**src/rtl/seq_pkg.sv**
```systemverilog
// Shared definitions for the sequence counter slice: frame geometry,
// state encoding and the segment-to-count helper.
package seq_pkg;

  localparam int CNT_MAX = 198;  // frame length, count runs 0..CNT_MAX-1
  localparam int SEG_LEN = 13;   // steps per segment
  localparam int CNT_W   = 8;    // width of the shared count bus
  localparam int SEG_NUM = 16;   // segments per frame (last one is short)
  localparam int SEG_W   = 4;    // width of a segment index

  typedef enum logic [1:0] {
    IDLE  = 2'd0,
    RUN   = 2'd1,
    PAUSE = 2'd2
  } seq_state_t;

  // First count of segment s, i.e. s*13, built from shifts and adds so no
  // multiplier is inferred.
  function automatic logic [CNT_W-1:0] seg_base(input logic [SEG_W-1:0] s);
    logic [CNT_W-1:0] w;
    w = CNT_W'(s);
    return (w << 3) + (w << 2) + w;
  endfunction

endpackage

```
**src/rtl/seg_tracker.sv**
```systemverilog
// Segment tracker: follows count incrementally with a position-in-segment
// sub-counter so the segment index never needs a divider.
// Ports:
//   sysclk, reset       clock, synchronous active-high reset
//   clr                 return to segment 0, position 0 (frame start / wrap)
//   inc                 one accepted step that does not end the frame
//   load, load_seg      jump to the start of segment load_seg
//   seg                 current segment index
//   seg_start           one-cycle strobe: count has just entered a boundary
module seg_tracker
  import seq_pkg::*;
(
  input  logic             sysclk,
  input  logic             reset,
  input  logic             clr,
  input  logic             inc,
  input  logic             load,
  input  logic [SEG_W-1:0] load_seg,
  output logic [SEG_W-1:0] seg,
  output logic             seg_start
);

  logic [SEG_W-1:0] seg_pos;

  always_ff @(posedge sysclk) begin
    if (reset) begin
      seg_pos   <= '0;
      seg       <= '0;
      seg_start <= 1'b0;
    end else begin
      seg_start <= 1'b0;
      if (load) begin
        seg_pos   <= '0;
        seg       <= load_seg;
        seg_start <= 1'b1;
      end else if (clr) begin
        seg_pos   <= '0;
        seg       <= '0;
        seg_start <= 1'b1;
      end else if (inc) begin
        // Last step of a segment rolls into the next segment.
        if (seg_pos == SEG_W'(SEG_LEN - 1)) begin
          seg_pos   <= '0;
          seg       <= seg + 1'b1;
          seg_start <= 1'b1;
        end else begin
          seg_pos <= seg_pos + 1'b1;
        end
      end
    end
  end

endmodule

```
**src/rtl/seq_counter.sv**
```systemverilog
// Sequence counter driving the shared count bus. Advances on pulse strobes
// through one frame, wraps or stops at the frame end, and accepts seeks to
// the start of any segment over a valid/ready port.
// Ports:
//   sysclk, reset             clock, synchronous active-high reset
//   pulse                     advance strobe (acts only while running)
//   start, stop               run control
//   one_shot                  1: stop at frame end instead of wrapping
//   seek_valid, seek_seg      seek request and target segment
//   seek_ready                seek can be accepted this cycle
//   count, seg                current step and its segment
//   seg_start, wrap           one-cycle boundary / frame-end strobes
//   running                   FSM is in RUN
module seq_counter
  import seq_pkg::*;
(
  input  logic             sysclk,
  input  logic             reset,
  input  logic             pulse,
  input  logic             start,
  input  logic             stop,
  input  logic             one_shot,
  input  logic             seek_valid,
  input  logic [SEG_W-1:0] seek_seg,
  output logic             seek_ready,
  output logic [CNT_W-1:0] count,
  output logic [SEG_W-1:0] seg,
  output logic             seg_start,
  output logic             wrap,
  output logic             running
);

  seq_state_t state;

  logic seek_acc;
  logic run_pulse;
  logic at_end;
  logic trk_clr;
  logic trk_inc;

  // An accepted seek outranks every control input; stop outranks a pulse.
  assign seek_acc  = seek_valid && seek_ready;
  assign run_pulse = !seek_acc && (state == RUN) && !stop && pulse;
  assign at_end    = (count == CNT_W'(CNT_MAX - 1));
  assign trk_clr   = !seek_acc && (((state == IDLE) && start) || (run_pulse && at_end));
  assign trk_inc   = run_pulse && !at_end;

  always_ff @(posedge sysclk) begin
    if (reset) begin
      state      <= IDLE;
      count      <= '0;
      wrap       <= 1'b0;
      running    <= 1'b0;
      seek_ready <= 1'b1;
    end else begin
      wrap       <= 1'b0;
      // Ready drops only for the load cycle; it cannot be accepted while low.
      seek_ready <= !seek_acc;
      if (seek_acc) begin
        count <= seg_base(seek_seg);
      end else begin
        case (state)
          IDLE: begin
            if (start) begin
              state   <= RUN;
              running <= 1'b1;
              count   <= '0;
            end
          end
          RUN: begin
            if (stop) begin
              state   <= PAUSE;
              running <= 1'b0;
            end else if (pulse) begin
              if (at_end) begin
                count <= '0;
                wrap  <= 1'b1;
                if (one_shot) begin
                  state   <= IDLE;
                  running <= 1'b0;
                end
              end else begin
                count <= count + 1'b1;
              end
            end
          end
          PAUSE: begin
            if (start) begin
              state   <= RUN;
              running <= 1'b1;
            end
          end
          default: begin
            state   <= IDLE;
            running <= 1'b0;
          end
        endcase
      end
    end
  end

  seg_tracker u_seg_tracker (
    .sysclk    (sysclk),
    .reset     (reset),
    .clr       (trk_clr),
    .inc       (trk_inc),
    .load      (seek_acc),
    .load_seg  (seek_seg),
    .seg       (seg),
    .seg_start (seg_start)
  );

endmodule
```
**config.mk**
```make
export PLATFORM = sky130hd
export DESIGN_NAME = seq_counter
export DESIGN_NICKNAME = d
export VERILOG_FILES = /design/src/rtl/seq_pkg.sv /design/src/rtl/seg_tracker.sv /design/src/rtl/seq_counter.sv
export SDC_FILE = /design/constraint.sdc
export NUM_CORES = 1
export LEC_CHECK = 0
export BUFFER_PORTS_ARGS = -buffer_cell sky130_fd_sc_hd__buf_4
export CORE_UTILIZATION = 60
export CTS_BUF_LIST = sky130_fd_sc_hd__clkbuf_8
export DETAILED_ROUTE_END_ITERATION = 8
export PLACE_DENSITY = 0.85
export SLEW_MARGIN = 25
export SYNTH_ARGS = -nofsm -noshare
export SYNTH_HDL_FRONTEND = slang
export SYNTH_SLANG_ARGS = --single-unit
```
**constraint.sdc**
```tcl
create_clock -name sysclk -period 5.42 [get_ports sysclk]
set_clock_uncertainty 0.2 [all_clocks]
set_input_delay 0.813 -clock sysclk [delete_from_list [all_inputs] [get_ports sysclk]]
set_output_delay 0.813 -clock sysclk [all_outputs]
set_load 0.01 [all_outputs]
```
### Word level (Yosys, flattened, before mapping)

Cells that the tools add are included.

| word-level totals | value |
|---|---|
| register bits | 22 |
| input bits | 11 |
| output and inout port bits | 16 |

| operators by class | value |
|---|---|
| add/sub/neg operators | 5 |
| equality and inequality tests | 11 |
| mux-type cells | 28 |
| bitwise operators | 3 |
| reductions and logical operators | 22 |

Operator list:

| kind | number |
|---|---|
| $mux 8 | 5 |
| $mux 4 | 5 |
| $ne 3x3->1 const B | 6 |
| $pmux 8 s2 | 1 |
| $mux 1 | 10 |
| $mux 2 | 5 |
| $reduce_bool 3->1 | 3 |
| $add 4x1->4 const B | 2 |
| $add 7x6->8 | 1 |
| $add 8x1->8 const B | 1 |
| $add 8x4->8 | 1 |
| $eq 8x8->1 const B | 1 |
| $logic_and 1x1->1 | 8 |
| $reduce_and 5->1 | 1 |
| $reduce_or 5->1 | 1 |
| $eq 4x4->1 const B | 1 |
| $pmux 2 s2 | 1 |
| $reduce_and 4->1 | 1 |
| $logic_not 1->1 | 3 |
| $not 1->1 | 3 |
| $reduce_or 3->1 | 1 |
| $eq 2x1->1 const B | 1 |
| $eq 2x2->1 const B | 1 |
| $logic_not 2->1 | 1 |
| other kinds (5) | 5 |

### Longest topological paths before layout

Gate-level depths: netlist of run 1.

| depth | value |
|---|---|
| depth in word-level cells | 10 |
| mapped depth | 10 |
| mapped depth without buffers | 10 |

### Modules after synthesis

Synthesis of run 1 repeated with hierarchy kept, for this count alone.

| second synthesis, totals | value |
|---|---|
| cells, all modules | 169 |
| area total of the unflattened synthesis | 1477.7 um^2 |

Modules (own cells, without submodules):

| module | instances | cells an instance | area an instance (um^2) | seq. area each (um^2) |
|---|---|---|---|---|
| seq_counter | 1 | 119 | 1027.2 | 260.2 |
| seg_tracker | 1 | 50 | 450.4 | 180.2 |

### Least setup slack after synthesis of run 1

OpenSTA, ideal clock, no wires.

| timing | value |
|---|---|
| path kind | in2reg |
| start point | input port seek_seg[0] |
| end point | register count[5] |
| setup time | 0.092 ns |
| arrival | 2.346 ns |
| path slack | 2.781 ns |
| cell stages on the path | 9 |
| path buffers | 0 |
| cells stage by stage | inv_1 > fa_1 > inv_1 > ha_1 > inv_1 > fa_1 > xor2_1 > o32a_1 > o32ai_1 |

| between the ends | value |
|---|---|
| cells in the longest elaborated chain, start to end | 3 |

RTL lines:

| item | RTL line | RTL |
|---|---|---|
| start: declaration | seq_counter.sv:24 | `input logic [SEG_W-1:0] seek_seg,` |
| $add 7x6->8 | seq_pkg.sv:22 | `return (w << 3) + (w << 2) + w;` |
| $add 8x4->8 (*) | seq_pkg.sv:22 |  |
| $mux 8 (*) | seq_counter.sv:59 | `if (seek_acc) begin` |
| end signal: assignment | seq_counter.sv:60 | `count <= seg_base(seek_seg);` |
| end signal: assignment | seq_counter.sv:83 | `count <= count + 1'b1;` |
| end: declaration | seq_counter.sv:26 | `output logic [CNT_W-1:0] count,` |

Every way passes the cells marked *; elsewhere a longest branch is shown, timed or not.
A chain may end at the register's enable or synchronous reset.

### Worst setup path in the final report of run 1

| timing | value |
|---|---|
| start point | input port seek_seg[1] |
| end point | register count[5] |

The elaborated chain is that of the path after synthesis.

==> reports/results.ini, run 1 <==
[logic_synthesis]
netlist_top_cells_count=dfxtp_1 (22), inv_1 (20), nand2_1 (18)
synth.most_common_cell=dfxtp_1
yosysWarnings=0
synth-seq-area-share_pct=28.50
synthTopCellsByArea=dfxtp_1 (29%), ha_1 (9.7%), a21oi_1 (5.2%)
ys_async_sr_fraction_pct=0
syn_avg_cell_area_sq_um=8.353
synth_flop_cell=dfxtp_1
synth_cells=185
synth_edf_count=0
syn-num-nets=210
synth_seq_cells=22
synth.top_cell.area_share_pct=28.50
syn_area_sq_mm=0.001545
synth_top_area_cell=dfxtp_1
synth_cell_types=50

[clock_tree]
post_cts_resized=0
clkSlewWorstSetupHoldPaths_ps=90
cts_max_path_buffers=2
htree_levels=1
cts_root_buf=clkbuf_8
cts_setup_buffers=0
insertion_delay_ps=270
numClockSinks=22
cts_tree=yes
cts_buffers=3
cts-hold-fix-buffers=0

[floorplan]
fp-row-count=18
die_w_um=52.75
start_util_pct=62.95
pin_count=27
coreArea_sq_mm=0.002455
die_height_um=52.75
die_area_sq_mm=0.002783

[drt]
wl_met1_um=1579
vias=1568
wl_met3_um=319
antenna_left=0
first_pass_iters=6
wl_per_cell_um=16.45
drc_errors=1
dr_wl_met2_um=1932
maxUsedRoutingLayer=met4
viasPerCell=6.588
drt_first_iter_violations=73
wl_um=3914

[power_and_ir_drop]
comb_power_share_pct=22.8
p_sw_share_pct=28.60
power_uw=441.8
switchingPower_uw=126.4
clock_power_share_pct=35.4
power_frac_seq_pct=41.7
vdd_drop_max_v=0.0001951
leakage_nw=0.7488
p_per_area_mw_per_mm2=244.2
p_int_uw=315.5

[setup_path]
crit_path_start_kind=input pin
critPathSlowestCell=fa_1
crit_fanout=4
crit_arrival_ps=2670
crit_start=seek_seg[1]
r2r-end=u_seg_tracker.seg[3]
crit_chain=buf_4 > inv_1 > fa_1 > inv_1 > ha_1 > inv_1 > fa_1 > xor2_1 > o32a_1 > o32ai_1
required_ps=5390
critPathMostFrequentCell=inv_1
reg2reg_depth=5
path_buf_inv=4
slowest_delay_ps=420
crit_family=adder cells
endpoint_kind=flop
setup.worst_path.class=in -> reg
regToRegSetupSlack_ps=3240
r2r-start=count[0]

[grt]
grt_pass1_vias=1444
grt_max_degree=20
track_usage_pct=30.62
overflow=0
grt_pass1_wl_um=6244
antenna_found_initial=0

[placed_design]
numPortBuffers=26
dp_hpwl_um=2858
dp.cells=234
gp_congestion=0.9154
place_ws_ps=2428

[hold_path]
min_from=u_seg_tracker.seg_pos[0]
hold_path.class=reg -> reg
worstHoldEndpoint=u_seg_tracker.seg_pos[0]
holdPathStages=2

[sta]
hold_viol=0
finalSetupViolCount=0
worstMarginPinSlew_ps=734.5
timing.fmax_mhz=370.3
slew_headroom_pct=50.93
fin_ws_ps=2720
tns_ps=0
slew_violations=0
layout_min_cycle_time_ps=2700
rsz0062_at_grt=false
period_share_pct=49.82

[cells_and_area]
area_growth_syn_to_layout_pct=17.09
diodes=0
final_cell_count_no_fill=238
nets=234
layout-drive-gt1-share_pct=21.63

[run_status]
outcome=finished, violations left
violations=design-rule violations

[flow_run]
maxCapViolCount=0

[cell usage in the layout, fill, tap and decap left out, types with 2 or more instances in the layout]
cell,count
o32ai_1,6
nand2_1,18
a22oi_1,2
a31oi_1,3
nand4b_1,2
o211ai_1,2
o31ai_1,2
a211oi_1,2
clkbuf_8,3
nor3_1,2
dfxtp_1,22
nand3_1,10
or2_2,2
nor2_1,8
a21oi_1,16
ha_1,12
a221oi_1,2
and2b_2,2
a32oi_1,4
o32a_1,2
buf_4,26
o21ai_0,6
nand4_1,2
and3_1,4
fa_1,2
and2_1,2
inv_1,20
[flip-flops by register name, summed over array words and instances (netlist names)]
name	flops
count	8
u_seg_tracker.seg	4
u_seg_tracker.seg_pos	4
state	2
running	1
seek_ready	1
u_seg_tracker.seg_start	1
wrap	1
[area by class of cell]
class	count	area (sq um)
clock buffer	3	41.29
clock inverter	1	30.03
fill	191	645.6
inverter	20	75.07
multi-input combinational	136	989.7
sequential	22	440.4
tap	30	37.54
timing repair buffer	26	195.2
[logic make-up after synthesis]
family	share of synthesized area, %
and+or+nand+nor	25.51
AOI/OAI and AO/OA	25.34
buffers and inverters	7.773
DFF	28.50
adders and majority gates	12.31
xor gates and xnor gates	0.5669
[worst min-delay path: stages, from the launching register on]
cell     delay [ps]
dfxtp_1         340
nand2_1          60
a21oi_1          50
[layer usage]
| layer | track usage, % | vias to the layer above |
|---|---|---|
| li1 | - | 729 |
| met1 | 37.37 | 739 |
| met2 | 52.53 | 88 |
| met3 | 3.478 | 12 |
| met4 | 14.91 | 0 |
| met5 | 0 | - |
[metrics by stage]
step                hold WS, ps  util (%)  area (sq um)
floorplan                 261.9         -          1545
global placement          278.0     70.59          1733
detailed placement        282.0     70.59          1733
CTS                       295.1     73.50          1804
global route              309.4     73.70          1809
finish                    295.2     73.70          1809
[power groups by stage]
| stage | combinational, mW | sequential, mW | clock (mW) |
|---|---|---|---|
| global route | 0.111 | 0.186 | 0.164 |
| detailed placement | 0.0977 | 0.188 | 0 |
| finish | 0.101 | 0.184 | 0.157 |
| global placement | 0.0940 | 0.187 | 0 |
| floorplan | 0.0619 | 0.189 | 0 |
| CTS | 0.0993 | 0.184 | 0.159 |
[worst max path at each step]
stage / end / slack (ps) / cells past startpoint
floorplan: count[5] / 2780 / 9
detailed placement: count[5] / 2430 / 5
global placement: count[6] / 2550 / 5
global route: count[7] / 2640 / 11
CTS: count[5] / 2720 / 5
finish: count[5] / 2720 / 10
Power figures use the tool's default switching activity.
==> inputs of run 2 (changes only) <==
CORE_UTILIZATION = 58   (was 60)
PLACE_DENSITY = 0.82   (was 0.85)
clock period = 2.65 ns   (was 5.42 ns; I/O delays follow)
==> reports/results.ini, run 2 (synthesized netlist as in run 1, its figures left out) <==
[clock_tree]
cts_max_path_buffers=2  ; unchanged
htree_levels=1  ; unchanged
cts-hold-fix-buffers=0  ; unchanged
cts_tree=yes
cts_root_buf=clkbuf_8
post_cts_resized=0  ; unchanged
clkSlewWorstSetupHoldPaths_ps=90  ; about the same
cts_setup_buffers=0  ; unchanged
numClockSinks=22  ; unchanged
insertion_delay_ps=270  ; about the same
cts_buffers=3  ; unchanged

[cells_and_area]
final_cell_count_no_fill=241  ; +1.3%
diodes=0  ; unchanged
final_common_cell=buf_4
top_regs=count: 8 flops, u_seg_tracker.seg: 4 flops, u_seg_tracker.seg_pos: 4 flops
layout-drive-gt1-share_pct=22.27  ; +0.64 points
fillers=190  ; -0.52%
area_growth_syn_to_layout_pct=18.22
largest_reg_flops=8  ; unchanged
nets=237  ; +1.3%
regMostFlops=count
layout_common_cells=buf_4 (29), dfxtp_1 (22), inv_1 (20), nand2_1 (18), a21oi_1 (16)

[grt]
track_usage_pct=31.04  ; +0.42 points
antenna_found_initial=0  ; unchanged
grt_pass1_wl_um=6354  ; +1.8%
overflow=0  ; unchanged
grt_max_degree=20  ; unchanged
grt_pass1_vias=1336  ; -7.5%

[setup_path]
crit_arrival_ps=2230  ; -440 ps
endpoint_kind=flop
crit_start=seek_seg[0]
required_ps=2620  ; -2770 ps
setup.worst_path.class=in -> reg
crit_fanout=4  ; unchanged
r2r-start=count[0]
crit_path_start_kind=input pin

[floorplan]
die_area_sq_mm=0.002875  ; +3.3%
coreArea_sq_mm=0.002500  ; +1.8%
pin_count=27  ; unchanged
die_height_um=53.62  ; +1.6%
fp-row-count=18  ; unchanged
start_util_pct=61.81  ; -1.1 points
die_w_um=53.62  ; +1.6%

[hold_path]
min_from=stop
hold_path.class=in -> reg

[sta]
timing.fmax_mhz=444.1
slew_headroom_pct=53.80  ; +2.9 points
hold_viol=0  ; unchanged
layout_min_cycle_time_ps=2252
period_share_pct=84.97
tns_ps=0  ; unchanged
finalSetupViolCount=0  ; unchanged
worstMarginPinSlew_ps=692.9  ; -41.60 ps
rsz0062_at_grt=false
slew_violations=0  ; unchanged

[run_status]
outcome=finished, final reports clean

[drt]
first_pass_iters=4  ; -2
antenna_left=0  ; unchanged
wl_per_cell_um=16.51  ; +0.42%
drc_errors=0  ; -1
vias=1555  ; -0.83%
drt_first_iter_violations=23  ; -68%
wl_um=3980  ; +1.7%
viasPerCell=6.452  ; -2.1%

[power_and_ir_drop]
p_per_area_mw_per_mm2=499.6  ; +100%
vdd_drop_max_v=0.0004670  ; +140%
leakage_nw=0.7625  ; +1.8%
power_uw=912.7  ; +110%

[placed_design]
numPortBuffers=26  ; unchanged
gp_congestion=0.8962  ; -2.1%
dp_hpwl_um=2942  ; +2.9%
dp.cells=237  ; +1.3%

[flow_run]
maxCapViolCount=0  ; unchanged

run 2: cell types whose count changed in the layout (fill, tap and decap cells not counted), sizes merged:
cell	change
buf	+3
run 2: power by group:
group | internal, mW | switching [mW] | leakage (nW) | total (mW)
clock | 0.202 | 0.121 | 0.0357 | 0.323
combinational | 0.0980 | 0.114 | 0.547 | 0.212
sequential | 0.350 | 0.0279 | 0.180 | 0.378
run 2: path summary, 6_finish.rpt:
check | to | slack, ps | cells after the start
worst max-delay path | count[5] | 400 | 10
worst min-delay path | state[1] | 230 | 3
worst max register to register | u_seg_tracker.seg[3] | 530 | 5
worst min register to register | u_seg_tracker.seg_pos[1] | 300 | 2
run 2: cell type report:
class,count,area [sq um],area share [%]
multi-input cells,136,984.7,53.90
clock inverters,1,30.03,1.644
clock buffers,3,41.29,2.260
well taps,30,37.54,2.055
repair buffers,29,217.7,11.92
flip-flops and latches,22,440.4,24.11
inverters,20,75.07,4.110
run 2: routing by layer:
metal	wire, um	GRT usage, %	up-vias	part of all wire (%)
met1	1724	44.64	720	43
met4	95	14.91	0	2.4
met3	302	2.542	10	7.6
met5	0	0	-	0
li1	-	-	741	-
met2	1858	46.46	84	47
run 2: per-stage QoR:
step | utilization, % | hold WS [ps] | cell area (sq um) | setup slack (ps)
2_1_floorplan | - | 261.9 | 1545 | 426.7
3_5_place_dp | 70.22 | 285.5 | 1755 | 138.7
6_report | 73.07 | 227.0 | 1827 | 398.3
5_1_grt | 73.07 | 242.3 | 1827 | 343.3
4_1_cts | 73.07 | 223.2 | 1827 | 424.0
3_3_place_gp | 70.22 | 274.5 | 1755 | 262.9
run 2: worst max-delay path, cell delays in order:
cell,delay [ps]
buf_4,110
inv_1,60
fa_1,480
inv_1,80
ha_1,170
inv_1,60
fa_1,400
xor2_1,160
o32a_1,180
o32ai_1,130
